`src/rtl/lock_pkg.sv`:
```
// Shared types and defaults for the keypad lock attempt guard.
package lock_pkg;

    localparam int unsigned KEY_W              = 4;
    localparam int unsigned MAX_FAIL_DEF       = 3;
    localparam int unsigned LOCKOUT_CYCLES_DEF = 50_000_000;
    localparam int unsigned ENTRY_TIMEOUT_DEF  = 250_000_000;

    typedef enum logic [1:0] {
        ST_IDLE    = 2'd0,
        ST_ENTRY   = 2'd1,
        ST_LOCKOUT = 2'd2
    } lock_state_e;

    // Escalation level steps 0 -> 1 -> 2 and stays at 2 (4x lockout).
    function automatic logic [1:0] esc_next(input logic [1:0] lvl);
        return (lvl >= 2'd2) ? 2'd2 : lvl + 2'd1;
    endfunction

endpackage

```
`src/rtl/guard_timer.sv`:
```
// Loadable saturating counter (up or down) with clear, enable and terminal-count compare.
module guard_timer #(
    parameter int unsigned W        = 32,
    parameter bit          COUNT_UP = 1'b1
) (
    input  logic         clk_i,
    input  logic         rst_ni,
    input  logic         clr_i,
    input  logic         load_i,
    input  logic [W-1:0] load_val_i,
    input  logic         en_i,
    input  logic [W-1:0] tc_val_i,
    output logic [W-1:0] cnt_o,
    output logic         tc_o
);

    logic [W-1:0] cnt_q, cnt_d;

    // Clear beats load beats count; both directions stop at their rail.
    always_comb begin
        cnt_d = cnt_q;
        if (clr_i) begin
            cnt_d = '0;
        end else if (load_i) begin
            cnt_d = load_val_i;
        end else if (en_i) begin
            if (COUNT_UP) begin
                if (cnt_q != '1) cnt_d = cnt_q + W'(1);
            end else begin
                if (cnt_q != '0) cnt_d = cnt_q - W'(1);
            end
        end
    end

    always_ff @(posedge clk_i or negedge rst_ni) begin
        if (!rst_ni) cnt_q <= '0;
        else         cnt_q <= cnt_d;
    end

    assign cnt_o = cnt_q;
    assign tc_o  = (cnt_q == tc_val_i);

endmodule

```
`src/rtl/lock_attempt_guard.sv`:
```
// Key-event gate between keypad scanner and lock decider: entry timeout, fail counting, lockout.
// Optional macro LOCKOUT_ESCALATE_EN doubles the lockout per successive lockout (up to 4x) and adds esc_level.
module lock_attempt_guard
    import lock_pkg::*;
#(
    parameter int unsigned MAX_FAIL       = MAX_FAIL_DEF,
    parameter int unsigned LOCKOUT_CYCLES = LOCKOUT_CYCLES_DEF,
    parameter int unsigned ENTRY_TIMEOUT  = ENTRY_TIMEOUT_DEF,
    parameter int unsigned CNT_W          = 32,
    parameter int unsigned FC_W           = 4
) (
    input  logic             clock,
    input  logic             reset,
    input  logic [KEY_W-1:0] Code_in,
    input  logic             Valid_in,
    input  logic             pass,
    input  logic             fail,
    output logic [KEY_W-1:0] Code_out,
    output logic             Valid_out,
    output logic             clear_entry,
    output logic             lockout,
    output logic [FC_W-1:0]  fail_count,
    output logic [CNT_W-1:0] lock_remain
`ifdef LOCKOUT_ESCALATE_EN
    ,
    output logic [1:0]       esc_level
`endif
);

    localparam logic [CNT_W-1:0] LOCK_BASE = CNT_W'(LOCKOUT_CYCLES);
    localparam logic [CNT_W-1:0] ENT_LAST  = CNT_W'(ENTRY_TIMEOUT - 1);
    localparam logic [FC_W-1:0]  FAIL_LAST = FC_W'(MAX_FAIL - 1);

    lock_state_e      state_q;
    logic [KEY_W-1:0] code_q;
    logic             valid_q, clear_q, lockout_q;
    logic [FC_W-1:0]  fail_cnt_q;

    logic             not_lock, key_acc, fail_ev, pass_ev, lock_enter, timeout;
    logic             ent_tc, lock_tc, ent_clr;
    logic [CNT_W-1:0] lock_len, lock_cnt;
    logic [CNT_W-1:0] ent_cnt_unused;

    assign not_lock   = (state_q != ST_LOCKOUT);
    assign key_acc    = Valid_in && not_lock;
    // Simultaneous pass and fail is treated as fail.
    assign fail_ev    = fail && not_lock;
    assign pass_ev    = pass && !fail && not_lock;
    assign lock_enter = fail_ev && (fail_cnt_q == FAIL_LAST);
    assign timeout    = (state_q == ST_ENTRY) && ent_tc && !key_acc && !fail_ev && !pass_ev;

`ifdef LOCKOUT_ESCALATE_EN
    logic [1:0] esc_q;

    assign lock_len  = LOCK_BASE << esc_q;
    assign esc_level = esc_q;

    always_ff @(posedge clock or negedge reset) begin
        if (!reset)          esc_q <= 2'd0;
        else if (lock_enter) esc_q <= esc_next(esc_q);
        else if (pass_ev)    esc_q <= 2'd0;
    end
`else
    assign lock_len = LOCK_BASE;
`endif

    // Entry timer only runs in ENTRY; any key, verdict or expiry restarts it.
    assign ent_clr = (state_q != ST_ENTRY) || key_acc || fail_ev || pass_ev || ent_tc;

    guard_timer #(.W(CNT_W), .COUNT_UP(1'b1)) u_entry_timer (
        .clk_i      (clock),
        .rst_ni     (reset),
        .clr_i      (ent_clr),
        .load_i     (1'b0),
        .load_val_i ('0),
        .en_i       (state_q == ST_ENTRY),
        .tc_val_i   (ENT_LAST),
        .cnt_o      (ent_cnt_unused),
        .tc_o       (ent_tc)
    );

    guard_timer #(.W(CNT_W), .COUNT_UP(1'b0)) u_lock_timer (
        .clk_i      (clock),
        .rst_ni     (reset),
        .clr_i      (1'b0),
        .load_i     (lock_enter),
        .load_val_i (lock_len),
        .en_i       (state_q == ST_LOCKOUT),
        .tc_val_i   (CNT_W'(1)),
        .cnt_o      (lock_cnt),
        .tc_o       (lock_tc)
    );

    always_ff @(posedge clock or negedge reset) begin
        if (!reset) begin
            state_q    <= ST_IDLE;
            code_q     <= '0;
            valid_q    <= 1'b0;
            clear_q    <= 1'b0;
            lockout_q  <= 1'b0;
            fail_cnt_q <= '0;
        end else begin
            valid_q <= 1'b0;
            clear_q <= 1'b0;
            case (state_q)
                ST_LOCKOUT: begin
                    if (lock_tc) begin
                        state_q   <= ST_IDLE;
                        lockout_q <= 1'b0;
                    end
                end
                default: begin
                    if (lock_enter) begin
                        // A key in the same cycle as the final failure is dropped.
                        state_q    <= ST_LOCKOUT;
                        lockout_q  <= 1'b1;
                        clear_q    <= 1'b1;
                        fail_cnt_q <= '0;
                    end else begin
                        if (key_acc) begin
                            valid_q <= 1'b1;
                            code_q  <= Code_in;
                        end
                        if (fail_ev)      fail_cnt_q <= fail_cnt_q + FC_W'(1);
                        else if (pass_ev) fail_cnt_q <= '0;

                        if (key_acc) begin
                            state_q <= ST_ENTRY;
                        end else if (fail_ev || pass_ev) begin
                            state_q <= ST_IDLE;
                        end else if (timeout) begin
                            state_q <= ST_IDLE;
                            clear_q <= 1'b1;
                        end
                    end
                end
            endcase
        end
    end

    assign Code_out    = code_q;
    assign Valid_out   = valid_q;
    assign clear_entry = clear_q;
    assign lockout     = lockout_q;
    assign fail_count  = fail_cnt_q;
    assign lock_remain = lock_cnt;

endmodule

```
`config.mk`:
```
export PLATFORM = sky130hd
export DESIGN_NAME = lock_attempt_guard
export DESIGN_NICKNAME = d
export VERILOG_FILES = /design/src/rtl/lock_pkg.sv /design/src/rtl/guard_timer.sv /design/src/rtl/lock_attempt_guard.sv
export SDC_FILE = /design/constraint.sdc
export NUM_CORES = 1
export LEC_CHECK = 0
export CORE_UTILIZATION = 55
export CTS_CLUSTER_DIAMETER = 40
export DETAILED_ROUTE_END_ITERATION = 16
export GPL_TIMING_DRIVEN = 0
export HOLD_SLACK_MARGIN = 0.08
export PLACE_DENSITY = 0.79
export SYNTH_ARGS = -nofsm -noshare
export SYNTH_HDL_FRONTEND = slang
export SYNTH_SLANG_ARGS = --single-unit
```
`constraint.sdc`:
```
create_clock -name clock -period 3.4 [get_ports clock]
set_clock_uncertainty 0.05 [all_clocks]
set_input_delay 0.51 -clock clock [delete_from_list [all_inputs] [get_ports clock]]
set_output_delay 0.51 -clock clock [all_outputs]
set_load 0.05 [all_outputs]
```
Word level (Yosys, flattened, before mapping). Cells that the tools add are included.

Add/sub/neg operators: 3. Multipliers: 0. Divide/modulo/power cells: 0. $lt $le $gt $ge: 0. Equal/unequal tests: 9. Shifts and indexed selects: 0. Multiplexer cells: 26. Bitwise operators: 2. Reductions and logical operators: 31.

Operator list (count): $mux 32 (6); $add 32x1->32 const B (1); $eq 32x1->1 const B (1); $eq 32x28->1 const B (1); $ne 32x32->1 const B (1); $reduce_bool 32->1 (1); $sub 32x1->32 const B (1); $mux 2 (6); $mux 4 (3); $mux 1 (11); $reduce_and 2->1 (5); $logic_and 1x1->1 (9); $reduce_bool 2->1 (4); $logic_or 1x1->1 (5); $reduce_bool 5->1 (1); $add 4x1->4 const B (1); $eq 4x2->1 const B (1); $logic_not 1->1 (4); $ne 2x2->1 const B (2); $reduce_and 3->1 (1); $reduce_bool 3->1 (1); $eq 2x1->1 const B (1); $eq 2x2->1 const B (1); $ne 2x1->1 const B (1); $not 1->1 (2).

Flip-flop bits (word level): 77. Bits in latches: 0. Memory bits (writable): 0. Bits in read-only memories: 0. Input bits: 9. Output and inout port bits: 43. Logic and storage cells: 79. Memories kept: 0.

Longest topological paths before layout.
Depth after elaboration: 11. Depth in mapped cells: 8. Depth with buffers taken out: 7.

Modules after synthesis. Synthesis repeated with hierarchy kept, for this count alone.

Cell total of the unflattened synthesis: 655. Area, all modules: 5786.8 µm².

By module, submodules not included: guard_timer at u_lock_timer (instances 1, cells each 291, area each 2581.2 µm², seq. area each 800.8 µm²); guard_timer at u_entry_timer (instances 1, cells each 305, area each 2562.5 µm², seq. area each 800.8 µm²); lock_attempt_guard (instances 1, cells each 59, area each 643.1 µm², seq. area each 325.3 µm²).

Worst setup path before layout. No wires, ideal clock.

Kind: reg2reg. From: register u_lock_timer.cnt_q[4], in the netlist u_lock_timer.cnt_o[4]. To: register u_lock_timer.cnt_q[19], in the netlist u_lock_timer.cnt_o[19]. Setup time: 0.146 ns. Arrival: 2.866 ns. Required time: 3.204 ns. Setup slack: 0.338 ns. Stages on the path, launching flop included: 9. Period minus slack after synthesis: 3.062 ns. Cells stage by stage: dfrtp_1 > or4_4 > or4_4 > buf_6 > or2_1 > buf_6 > or3_4 > o41ai_2 > o311ai_1.

Cells in the longest elaborated chain, start to end: 4. Elaborated cells between the ends (all ways): 7. Classes of those cells: add/sub: 1; mux: 3; reduce/logical: 3.

RTL lines: from (decl) (RTL line guard_timer.sv:17) `logic [W-1:0] cnt_q, cnt_d;`; from (signal assigned) (RTL line guard_timer.sv:37) `else cnt_q <= cnt_d;`; $sub 32x1->32 (RTL line guard_timer.sv:30) `if (cnt_q != '0) cnt_d = cnt_q - W'(1);`; $mux 32 (RTL line guard_timer.sv:30); $mux 32 (RTL line guard_timer.sv:26) `end else if (en_i) begin`; $mux 32 (RTL line guard_timer.sv:24) `end else if (load_i) begin`.

Several ways; a longest one is shown, not always the timed one. The select of a mux whose other input is x is not followed. A chain may end at the register's enable or synchronous reset.

Worst setup path after layout.
From: register u_lock_timer.cnt_q[2], in the netlist u_lock_timer.cnt_o[2]. To: register u_lock_timer.cnt_q[2], in the netlist u_lock_timer.cnt_o[2].

The elaborated chain is that of the path after synthesis.

==> impl_metrics.ini <==
[global_routing]
grt.total_usage_pct = 26.13
grt_antenna_before_repair = 0
grt_pass1_vias = 3258
grt_pass1_wl_um = 15410
overflow = 0
grt_max_degree = 63

[sta]
fmax_mhz = 321.9
finalHoldViolations = 0
setup_slack_ps = 293.3
slew-limit-headroom_pct = 46.36
slew_violations = 0
fin_crit_sh_pct = 91.37
rsz0062_at_grt = false
worst_pin_slew_ps = 797.2
setup_viol = 0
finalSetupTns_ps = 0
post-route-min-period_ps = 3107

[placed_design]
port_buffers = 51
hpwl_um = 6297
place_worst_setup_slack_ps = 384.1
placed_area_sq_mm = 0.004669
gp_congestion = 0.8679

[layout]
final_common_cell = dfrtp_1
finalNetCount = 501
diodes = 0
area_growth_syn_to_layout_pct = 21.32
drive_gt1_share_pct = 7.739
layout_common_cells = dfrtp_1, nor2_1, clkdlybuf4s50_1, xnor2_1, nand3_1
post-route-cell-area_sq_mm = 0.004870
fin_util_pct = 70.51

[status]
status = finished, final reports clean

[synthesis]
yosysWarningCount = 0
synth.avg_cell_area_sq_um = 9.511
ys_types = 45
synth_edf_count = 0
syn_nets = 437
netlist_instances = 422
synth_area_sq_mm = 0.004014
ys_ff_latch = 77
seq_area_frac_synth_pct = 48.00
ys_async_sr_fraction_pct = 100.0
synth_ff_type = dfrtp_1

[clocking]
cts_tree = yes
clock_sinks = 77
clock_path_buffers = 2
h-tree-depth = 3
cts.reportedPaths.clkPinSlew_ps = 80
clk-insertion-delay-late_ps = 350
numCtsBuffers = 9
postCtsSetupBuffers = 0
cts_root_buffer = clkbuf_8

[route]
drtIter0Drc = 212
wl_um = 8898
vias = 3407
ant_nets = 0
drc = 0
firstDrtPassIters = 5
via_per_inst = 5.804
wl_per_cell_um = 15.16

[die]
initial_utilization_pct = 58.12
rows = 30
dieArea_sq_mm = 0.007643
die_w_um = 87.43
io_pins = 52
die_h_um = 87.43
core_sq_mm = 0.006907

[worst_setup_path]
crit_end = u_lock_timer.cnt_o[2]
startpoint_type = flop
reg2reg_depth = 8
end_kind = flop
crit_start = u_lock_timer.cnt_o[2]
critPathMaxFanout = 10
critPathRequiredTime_ps = 3560
cpPeakStageDelay_ps = 590
worstReg2RegEnd = u_lock_timer.cnt_o[2]
worstSetupPathType = flop to flop
crit_chain = or4_4 -> or4_4 -> buf_6 -> nor4_1 -> buf_2 -> nor2_1 -> xnor2_1 -> nor2_1
cp_slowest_cell = nor4_1
r2r-start = u_lock_timer.cnt_o[2]
rrSetupSlack_ps = 290
cp.arrival_ps = 3270

[run]
cap_violations = 0

[power]
p_total_uw = 3115
p_leak_uw = 0.001774
ir_drop_mv = 0.6656
p_per_area_mw_per_mm2 = 639.7

[hold_path]
min_path_type = flop to flop
[flip-flops by register name (all words and copies together) (netlist names)]
| register | flops |
|---|---|
| u_entry_timer.cnt_o | 32 |
| u_lock_timer.cnt_o | 32 |
| Code_out | 4 |
| fail_count | 4 |
| state_q | 2 |
| Valid_out | 1 |
| clear_entry | 1 |
| lockout | 1 |
[cell usage after synthesis (all sizes together) (6+ instances only)]
| master | number | area [sq um] |
|---|---|---|
| nor2 | 67 | 251.5 |
| xnor2 | 40 | 350.3 |
| dfrtp | 77 | 1927 |
| xor2 | 7 | 61.31 |
| or4 | 10 | 85.08 |
| o31ai | 6 | 45.04 |
| o21ai | 18 | 90.09 |
| nand4 | 16 | 100.1 |
| nor3 | 18 | 90.09 |
| nand3 | 29 | 145.1 |
| and4 | 6 | 52.55 |
| nand2 | 26 | 97.59 |
| clkbuf | 8 | 30.03 |
| nor4 | 22 | 152.7 |
| inv | 8 | 30.03 |
| a21oi | 6 | 30.03 |
| or3 | 9 | 61.31 |
| ha | 6 | 75.07 |
[where the power goes]
| group | total (uW) | internal, uW | leakage [uW] | switching, uW |
|---|---|---|---|---|
| registers | 1240 | 1060 | 0.000980 | 181 |
| clock network | 667 | 335 | 0.0000987 | 332 |
| logic | 1200 | 409 | 0.000695 | 796 |
[layout make-up]
| class | instances | area, sq um |
|---|---|---|
| Fill cell | 556 | 2037 |
| Multi-Input combinational cell | 324 | 1992 |
| Sequential cell | 77 | 1927 |
| Timing Repair Buffer | 53 | 545.5 |
| Clock buffer | 9 | 123.9 |
| Tap cell | 96 | 120.1 |
| Clock inverter | 7 | 66.31 |
| Buffer | 13 | 65.06 |
| Inverter | 8 | 30.03 |
[metrics by stage]
stage	hold slack, ps	instances
2_1_floorplan	164.4	422
3_3_place_gp	440.3	569
3_5_place_dp	347.8	570
4_1_cts	464.8	587
5_1_grt	480.6	587
6_report	463.7	587
[logic make-up after synthesis]
family          count (synthesis)  share of synthesized area, %
compound gates                 37                         5.705
xor+xnor                       47                         10.26
flops                          77                         48.01
simple gates                  229                         30.42
buf+inv                        21                         2.369
mux                             5                         1.372
fa+ha+maj                       6                         1.870
[worst max-delay path, delay by kind of cell, from the launching register on]
family / cells / cell delay (ps)
flip-flops: 1 / 460
AND/OR/NAND/NOR: 5 / 1790
XOR/XNOR: 1 / 190
buffers and inverters: 2 / 480
[layer usage]
layer	vias to the layer above	wire length (um)	part of all wire [%]	GRT usage (%)
li1	1642	-	-	-
met1	1633	4285	48	37.92
met5	-	0	0	0
met4	0	150	1.7	10.73
met2	115	3978	45	38.92
met3	17	484	5.4	4.265
[how the worst min path moves through the flow]
stage,slack (ps),start,to,depth (start not counted)
floorplan,160,reset,Code_out[0],0
global placement,440,Code_out[2],Code_out[2],1
detailed placement,350,reset,u_entry_timer.cnt_o[6],1
CTS,460,fail_count[3],fail_count[3],1
global route,480,Code_out[3],Code_out[3],1
finish,460,Code_out[3],Code_out[3],1
[repair_timing]
action	4_1_cts	5_1_grt
gates resized for setup	0	0
endpoints found under the hold margin	15	0
hold buffers	1	0
Power figures use the tool's default switching activity.
